===== config.mk =====
export PLATFORM = sky130hd
export DESIGN_NAME = uart_hex_msg_tx
export DESIGN_NICKNAME = d
export VERILOG_FILES = /design/src/rtl/uart_msg_pkg.sv /design/src/rtl/hex_nibble_to_ascii.sv /design/src/rtl/uart_hex_msg_tx.sv
export SDC_FILE = /design/constraint.sdc
export NUM_CORES = 1
export LEC_CHECK = 0
export BUFFER_PORTS_ARGS = -buffer_cell sky130_fd_sc_hd__clkbuf_2
export CAP_MARGIN = 20
export CORE_MARGIN = 3
export CORE_UTILIZATION = 50
export CTS_BUF_LIST = sky130_fd_sc_hd__clkbuf_8
export DETAILED_ROUTE_END_ITERATION = 8
export HOLD_SLACK_MARGIN = 0.1
export PLACE_DENSITY = 0.73
export RECOVER_POWER = 25
export SLEW_MARGIN = 10
export SYNTH_ARGS = -nofsm -noshare
export SYNTH_HDL_FRONTEND = slang
export SYNTH_SLANG_ARGS = --single-unit
export TNS_END_PERCENT = 10

===== constraint.sdc =====
create_clock -name clk_tx -period 4.64 [get_ports clk_tx]
set_clock_uncertainty 0.1 [all_clocks]
set_input_delay 0 -clock clk_tx [delete_from_list [all_inputs] [get_ports clk_tx]]
set_output_delay 0 -clock clk_tx [all_outputs]
set_load 0.05 [all_outputs]

===== src/rtl/uart_msg_pkg.sv =====
// Shared types and ASCII constants for the UART message print blocks.
package uart_msg_pkg;

    typedef enum logic [2:0] {
        IDLE,
        PFX0,
        PFX1,
        DIG,
        CR,
        LF
    } msg_state_e;

    localparam logic [7:0] ASC_0  = 8'h30;
    localparam logic [7:0] ASC_X  = 8'h78;
    localparam logic [7:0] ASC_CR = 8'h0D;
    localparam logic [7:0] ASC_LF = 8'h0A;
    localparam logic [7:0] ASC_UA = 8'h41;
    localparam logic [7:0] ASC_LA = 8'h61;

endpackage


===== src/rtl/hex_nibble_to_ascii.sv =====
// Combinational 4-bit value to ASCII hex digit, letter case selected by UPPERCASE.
module hex_nibble_to_ascii
    import uart_msg_pkg::*;
#(
    parameter bit UPPERCASE = 1'b1
) (
    input  logic [3:0] nibble,
    output logic [7:0] ascii
);

    localparam logic [7:0] ASC_A = UPPERCASE ? ASC_UA : ASC_LA;

    always_comb begin
        ascii = ASC_0;
        if (nibble < 4'd10) begin
            ascii = ASC_0 + 8'(nibble);
        end else begin
            ascii = ASC_A + 8'(nibble - 4'd10);
        end
    end

endmodule


===== src/rtl/uart_hex_msg_tx.sv =====
// Converts a binary word into an ASCII hex line and writes it, one character
// per cycle, into the UART transmitter FIFO.
module uart_hex_msg_tx
    import uart_msg_pkg::*;
#(
    parameter int unsigned DATA_WIDTH = 32,
    parameter bit          PREFIX_EN  = 1'b1,
    parameter bit          SEND_CRLF  = 1'b1,
    parameter bit          UPPERCASE  = 1'b1
) (
    input  logic                  clk_tx,
    input  logic                  rst_clk_tx_n,
    input  logic [DATA_WIDTH-1:0] req_data,
    input  logic                  req_valid,
    output logic                  req_ready,
    output logic [7:0]            tx_din,
    output logic                  write_en,
    input  logic                  tx_fifo_full,
    output logic                  busy
);

    localparam int unsigned NIB   = DATA_WIDTH / 4;
    localparam int unsigned CNT_W = (NIB > 1) ? $clog2(NIB) : 1;

    msg_state_e              state_q, state_d;
    logic [DATA_WIDTH-1:0]   data_q, data_d;
    logic [CNT_W-1:0]        cnt_q, cnt_d;
    logic [7:0]              digit_ascii;

    hex_nibble_to_ascii #(
        .UPPERCASE (UPPERCASE)
    ) u_nibble (
        .nibble (data_q[DATA_WIDTH-1 -: 4]),
        .ascii  (digit_ascii)
    );

    // State, shift register and digit counter.
    always_ff @(posedge clk_tx or negedge rst_clk_tx_n) begin
        if (!rst_clk_tx_n) begin
            state_q <= IDLE;
            data_q  <= '0;
            cnt_q   <= '0;
        end else begin
            state_q <= state_d;
            data_q  <= data_d;
            cnt_q   <= cnt_d;
        end
    end

    // Next state; every non-idle state advances only when its character is written.
    always_comb begin
        state_d = state_q;
        data_d  = data_q;
        cnt_d   = cnt_q;

        unique case (state_q)
            IDLE: begin
                if (req_valid) begin
                    data_d  = req_data;
                    cnt_d   = CNT_W'(NIB - 1);
                    state_d = PREFIX_EN ? PFX0 : DIG;
                end
            end
            PFX0: if (!tx_fifo_full) state_d = PFX1;
            PFX1: if (!tx_fifo_full) state_d = DIG;
            DIG: begin
                if (!tx_fifo_full) begin
                    if (cnt_q != '0) begin
                        data_d = data_q << 4;
                        cnt_d  = cnt_q - CNT_W'(1);
                    end else begin
                        state_d = SEND_CRLF ? CR : IDLE;
                    end
                end
            end
            CR: if (!tx_fifo_full) state_d = LF;
            LF: if (!tx_fifo_full) state_d = IDLE;
            default: state_d = IDLE;
        endcase
    end

    // Character select depends on state only so it stays stable across a stall.
    always_comb begin
        tx_din = 8'h00;
        unique case (state_q)
            IDLE:    tx_din = 8'h00;
            PFX0:    tx_din = ASC_0;
            PFX1:    tx_din = ASC_X;
            DIG:     tx_din = digit_ascii;
            CR:      tx_din = ASC_CR;
            LF:      tx_din = ASC_LF;
            default: tx_din = 8'h00;
        endcase
    end

    assign busy      = (state_q != IDLE);
    assign req_ready = (state_q == IDLE);
    assign write_en  = busy && !tx_fifo_full;

endmodule


== Word level (Yosys, flattened, before mapping) ==
Index checks and enable logic that the tools add are counted.

* Bits in registers: 38
* Output and inout port bits: 11
* Word-level logic and storage cells: 47

* Add/subtract/negate cells: 4
* Eq/ne operators: 13
* Mux-type cells: 18
* Magnitude comparators: 1
* Reduce and logical (&&, ||, !) cells: 8

{| class="wikitable"
|+ Operator list
! operator !! count
|-
| $mux W32 || 3
|-
| $pmux W32 S2 || 1
|-
| $pmux W8 S5 || 1
|-
| $mux W3 || 10
|-
| $pmux W3 S6 || 1
|-
| $ne A2 B2 Y1 const B || 8
|-
| $add A7 B8 Y8 const A || 1
|-
| $mux W8 || 1
|-
| $add A6 B4 Y7 const A || 1
|-
| $reduce_and A7 Y1 || 1
|-
| $eq A3 B2 Y1 const B || 2
|-
| $eq A3 B3 Y1 const B || 2
|-
| $pmux W3 S2 || 1
|-
| $reduce_bool A3 Y1 || 2
|-
| $sub A4 B4 Y5 const B || 1
|-
| $lt A4 B4 Y1 const B || 1
|-
| $reduce_and A4 Y1 || 1
|-
| $eq A3 B1 Y1 const B || 1
|-
| $logic_not A3 Y1 || 1
|-
| $sub A3 B1 Y3 const B || 1
|-
| $reduce_bool A2 Y1 || 1
|-
| $logic_and A1 B1 Y1 || 1
|-
| $logic_not A1 Y1 || 1
|}

== Logic depth before layout (Yosys ltp) ==
* Depth after elaboration: 4
* Gate-level depth with buffers: 8
* Depth with buffers taken out: 7

== Cells and area by module ==
Synthesis repeated with hierarchy kept, for this count alone.

* Cell total of the unflattened synthesis: 204
* Area total of the unflattened synthesis: 2508.7 um^2

{| class="wikitable"
|+ Modules (own cells, without submodules)
! module !! instances !! sequential area each (um^2) !! cells each !! area each (um^2)
|-
| uart_hex_msg_tx || 1 || 950.9 || 176 || 2326.0
|-
| hex_nibble_to_ascii || 1 || 0.0 || 28 || 182.7
|}

== Worst setup path after synthesis ==
OpenSTA, ideal clock, no wires.

* Path kind: flip-flop to output port
* Start point: reg state_q[1]
* End point: out tx_din[3]
* Setup slack: 1.948 ns
* Path buffers: 1
* Required time: 4.540 ns
* Cell stages (with the launch flop): 6
* Arrival: 2.592 ns
* Cells stage by stage: dfrtp_1 clkbuf_1 inv_1 ha_1 nand2b_1 o31ai_1

* Longest elaborated chain between the ends: 2
* Elaborated cells on any way between the ends: 6
* Those cells by class: 5 x eq/ne; 1 x mux

{| class="wikitable"
|+ RTL lines
! element !! line !! source
|-
| start, declared || uart_hex_msg_tx.sv:25 || <nowiki>msg_state_e state_q, state_d;</nowiki>
|-
| start signal, assigned || uart_hex_msg_tx.sv:44 || <nowiki>state_q <= state_d;</nowiki>
|-
| $eq A3 B3 Y1 (tied with other cells) || uart_hex_msg_tx.sv:85 || <nowiki>unique case (state_q)</nowiki>
|-
| $pmux W8 S5 * || uart_hex_msg_tx.sv:85 ||
|-
| end, declared || uart_hex_msg_tx.sv:16 || <nowiki>output logic [7:0] tx_din,</nowiki>
|}

Every way passes the cells marked *; elsewhere a longest branch is shown, timed or not.

== Worst setup path in the final report ==
* Start point: reg state_q[2]
* End point: reg data_q[20]

* Longest elaborated chain between the ends: 3
* Elaborated cells on any way between the ends: 8
* Those cells by class: 4 x eq/ne; 1 x mux; 3 x reduce/logical

{| class="wikitable"
|+ RTL lines
! element !! line !! source
|-
| $eq A3 B2 Y1 / $logic_not A3 Y1 (equally long branches) || uart_hex_msg_tx.sv:56 || <nowiki>unique case (state_q)</nowiki>
|-
| $ne A2 B2 Y1 (no line) / $reduce_bool A2 Y1 (equally long branches) || n/a ||
|-
| $reduce_and A4 Y1 (no line) || n/a ||
|-
| end signal, assigned || uart_hex_msg_tx.sv:45 || <nowiki>data_q <= data_d;</nowiki>
|-
| end, declared || uart_hex_msg_tx.sv:26 || <nowiki>logic [DATA_WIDTH-1:0] data_q, data_d;</nowiki>
|}

Parallel ways exist; a longest one is shown, timed or not.
A chain may end at the register's enable or synchronous reset.

==> out/metrics.yaml <==
yosys:
  ys_seq_elements: 38
  seq_area_frac_synth_pct: 41.7
  synth_edf_count: 0
  ys.flop_type: "dfrtp_1"
  synth_top_area_share_pct: 41.7
  yosysTopAreaCell: "dfrtp_1"
  synthTopCellsByArea: "dfrtp_1 (42%), mux2_2 (22%), mux2_1 (4.9%), ha_1 (3.8%), mux2i_1 (2.6%)"
  syn_inst: 196
  ys_types: 40
  synth.avg_cell_area_um2: 11.6
  syn-num-nets: 239
  async_flop_share_pct: 100
  netlist_area_um2: 2280
  synth_warnings: 0
critical_path:
  arrival_ns: 2.73
  r2r-end: "data_q[20]$_DFFE_PN0P_"
  r2r-start: "state_q[2]$_DFFE_PN0P_"
  end_kind: "flip-flop"
  r2r_slack_ns: 1.98
  cp.required_ns: 4.71
  cp_max_fo: 22
  reg2regPathDepth: 4
  crit_path_start_kind: "flip-flop"
  crit_type: "flip-flop to flip-flop"
grt:
  track_usage_pct: 19.1
  gr-usage-met1_pct: 24.1
  grt_start_max_net_pins: 39
  grt_pass1_vias: 1783
  top_usage_layer: "met2"
  grt_util_met3_pct: 5.20
  grt_overflow_total: 0
  use_met2_pct: 32.4
  grt_pass1_wl_mm: 8.03
  antenna_found_initial: 0
timing:
  setup_viol: 0
  finalHoldViolCount: 0
  finalSetupTns_ns: 0
  fin_crit_ns: 2.66
  relSlewSlack_pct: -30.0
  tightest_slew_ns: 1.95
  worst_slack_ns: 1.98
  post-route-period-util_pct: 57.4
  rsz0062_at_grt: "no"
  drv_slew: 39
  fmax_mhz: 376
  holdWs_ns: 0.150
route:
  ant_nets: 0
  wl_per_cell_um: 14.4
  viasPerCell: 5.33
  drtPass1Iterations: 4
  drc: 0
  drtIter0Drc: 118
  wirelength_mm: 4.69
  num_vias: 1738
final_layout:
  layout-drive-gt1-share_pct: 37.0
  area_growth_pct: 30.0
  nNetsFinal: 318
  antenna_cells: 0
min_path:
  min_path_cells: 4
  hold_path_end: "state_q[0]$_DFFE_PN0P_"
  hp-start: "req_valid"
  worst_hold_path_type: "input pin to flip-flop"
clocking:
  clk_pin_slew_ns: 0.07
  clockBufferDepth: 2
  cts-htree-levels: 2
  clkSinkCount: 38
  cts_tree: "built"
  clk_latency_ns: 0.29
  numCtsBuffers: 5
  root_buffer: "clkbuf_8"
floorplan:
  io_pins: 47
  start_util_pct: 54.3
  die_area_um2: 5410
  die_h_um: 73.5
  dieWidth_um: 73.5
  rows: 23
  core_area_um2: 4200
pwr:
  p_leak_uw: 0.00137
  peakVddDrop_mv: 0.355
  p_per_area_nw_per_um2: 707
status:
  outcome: "finished with violations"
  violations: "max-capacitance violations, max-slew violations"
place:
  place_hpwl_mm: 3.02
  routabilityCongestion: 0.805
  pre_cts_slack_ns: 1.98
  port_buffers: 45
run:
  maxCapViolCount: 1
[worst max path at each step]
stage                                start                      to  slack [ns]  depth (start not counted)
floorplan           state_q[1]$_DFFE_PN0P_               tx_din[3]        1.95                          5
global placement    state_q[2]$_DFFE_PN0P_   data_q[5]$_DFFE_PN0P_        2.03                          4
detailed placement  state_q[2]$_DFFE_PN0P_  data_q[18]$_DFFE_PN0P_        1.98                          4
CTS                 state_q[2]$_DFFE_PN0P_  data_q[20]$_DFFE_PN0P_        1.98                          4
global route        state_q[2]$_DFFE_PN0P_  data_q[23]$_DFFE_PN0P_        1.85                          4
finish              state_q[2]$_DFFE_PN0P_  data_q[20]$_DFFE_PN0P_        1.98                          4
[flip-flops by register name (all words and copies together), names as in the netlist]
name / cells
cnt_q: 3
data_q: 32
state_q: 3
[what timing repair did]
action,in CTS,in global routing
endpoints found under the hold margin,72,0
hold buffers,38,0
gates resized for setup,0,0
setup buffers,0,0
endpoints found under the setup margin,0,0
[cell usage after synthesis (2+ instances only)]
master	number
nor2_1	5
mux2i_1	6
buf_4	2
a21oi_1	5
clkbuf_1	5
mux2_1	10
xnor2_1	3
buf_2	2
o21ai_0	8
o31ai_1	4
nand2b_1	3
a211oi_1	2
nor2b_1	4
nor3_1	2
nand3_1	3
ha_1	7
inv_1	13
nand2_1	4
dfrtp_1	38
mux2_2	44
nand4_1	4
buf_6	4
[through the flow]
| stage | power, uW | util, % | cells | area [um2] |
|---|---|---|---|---|
| after global routing | 2250 | 70.5 | 326 | 2960 |
| after CTS | 2110 | 70.6 | 326 | 2970 |
| after detailed placement | 1860 | 59.4 | 280 | 2490 |
| final | 2100 | 70.5 | 326 | 2960 |
| after floorplan | 1660 | - | 196 | 2280 |
| after global placement | 1840 | 59.4 | 280 | 2490 |
[layer usage]
metal | vias up | wire, um
met5 | - | 0
met4 | 0 | 64
met3 | 8 | 206
met2 | 37 | 2250
met1 | 821 | 2160
li1 | 872 | -
[report_power, final]
group / internal [uW] / leakage [uW] / switching, uW
registers: 475 / 0.000472 / 109
logic: 582 / 0.000848 / 703
clock network: 118 / 0.0000524 / 109
total: 1170 / 0.00137 / 922
[cells in the final DEF (no fill, tap or decap), types with 2 or more instances in the layout]
cell and count:
buf_4 2, o31ai_1 4, nand2_1 4, dfrtp_1 38, inv_1 14, a21oi_1 5, nor2_1 5, xnor2_1 3
mux2_1 10, nand2b_1 3, ha_1 7, nor3_1 2, a211oi_1 2, clkbuf_2 44, nor2b_1 4, nand4_1 4
dlygate4sd3_1 38, mux2_2 44, mux2i_1 6, clkbuf_8 6, o21ai_0 8, nand3_1 3
[critical path, cell delays in order (launching register included)]
cell and delay [ns]:
dfrtp_1 0.54, nand3b_2 0.31, o32ai_4 0.89, buf_4 0.35, mux2_2 0.35
[layout make-up]
| cell class | count | area, um2 |
|---|---|---|
| Clock buffer | 6 | 82.6 |
| Clock inverter | 2 | 8.76 |
| Fill cell | 314 | 1240 |
| Inverter | 14 | 52.6 |
| Multi-Input combinational cell | 131 | 1190 |
| Sequential cell | 38 | 951 |
| Tap cell | 50 | 62.6 |
| Timing Repair Buffer | 85 | 619 |
[logic make-up after synthesis]
| family | Yosys count | share of synthesized area [%] |
|---|---|---|
| fa+ha+maj | 7 | 3.84 |
| compound gates | 28 | 9.06 |
| flops | 38 | 41.7 |
| xor+xnor | 3 | 1.15 |
| simple gates | 32 | 8.56 |
| mux | 60 | 29.3 |
| other cells | 1 | 0.164 |
| buf+inv | 27 | 6.20 |
Power figures use the tool's default switching activity.
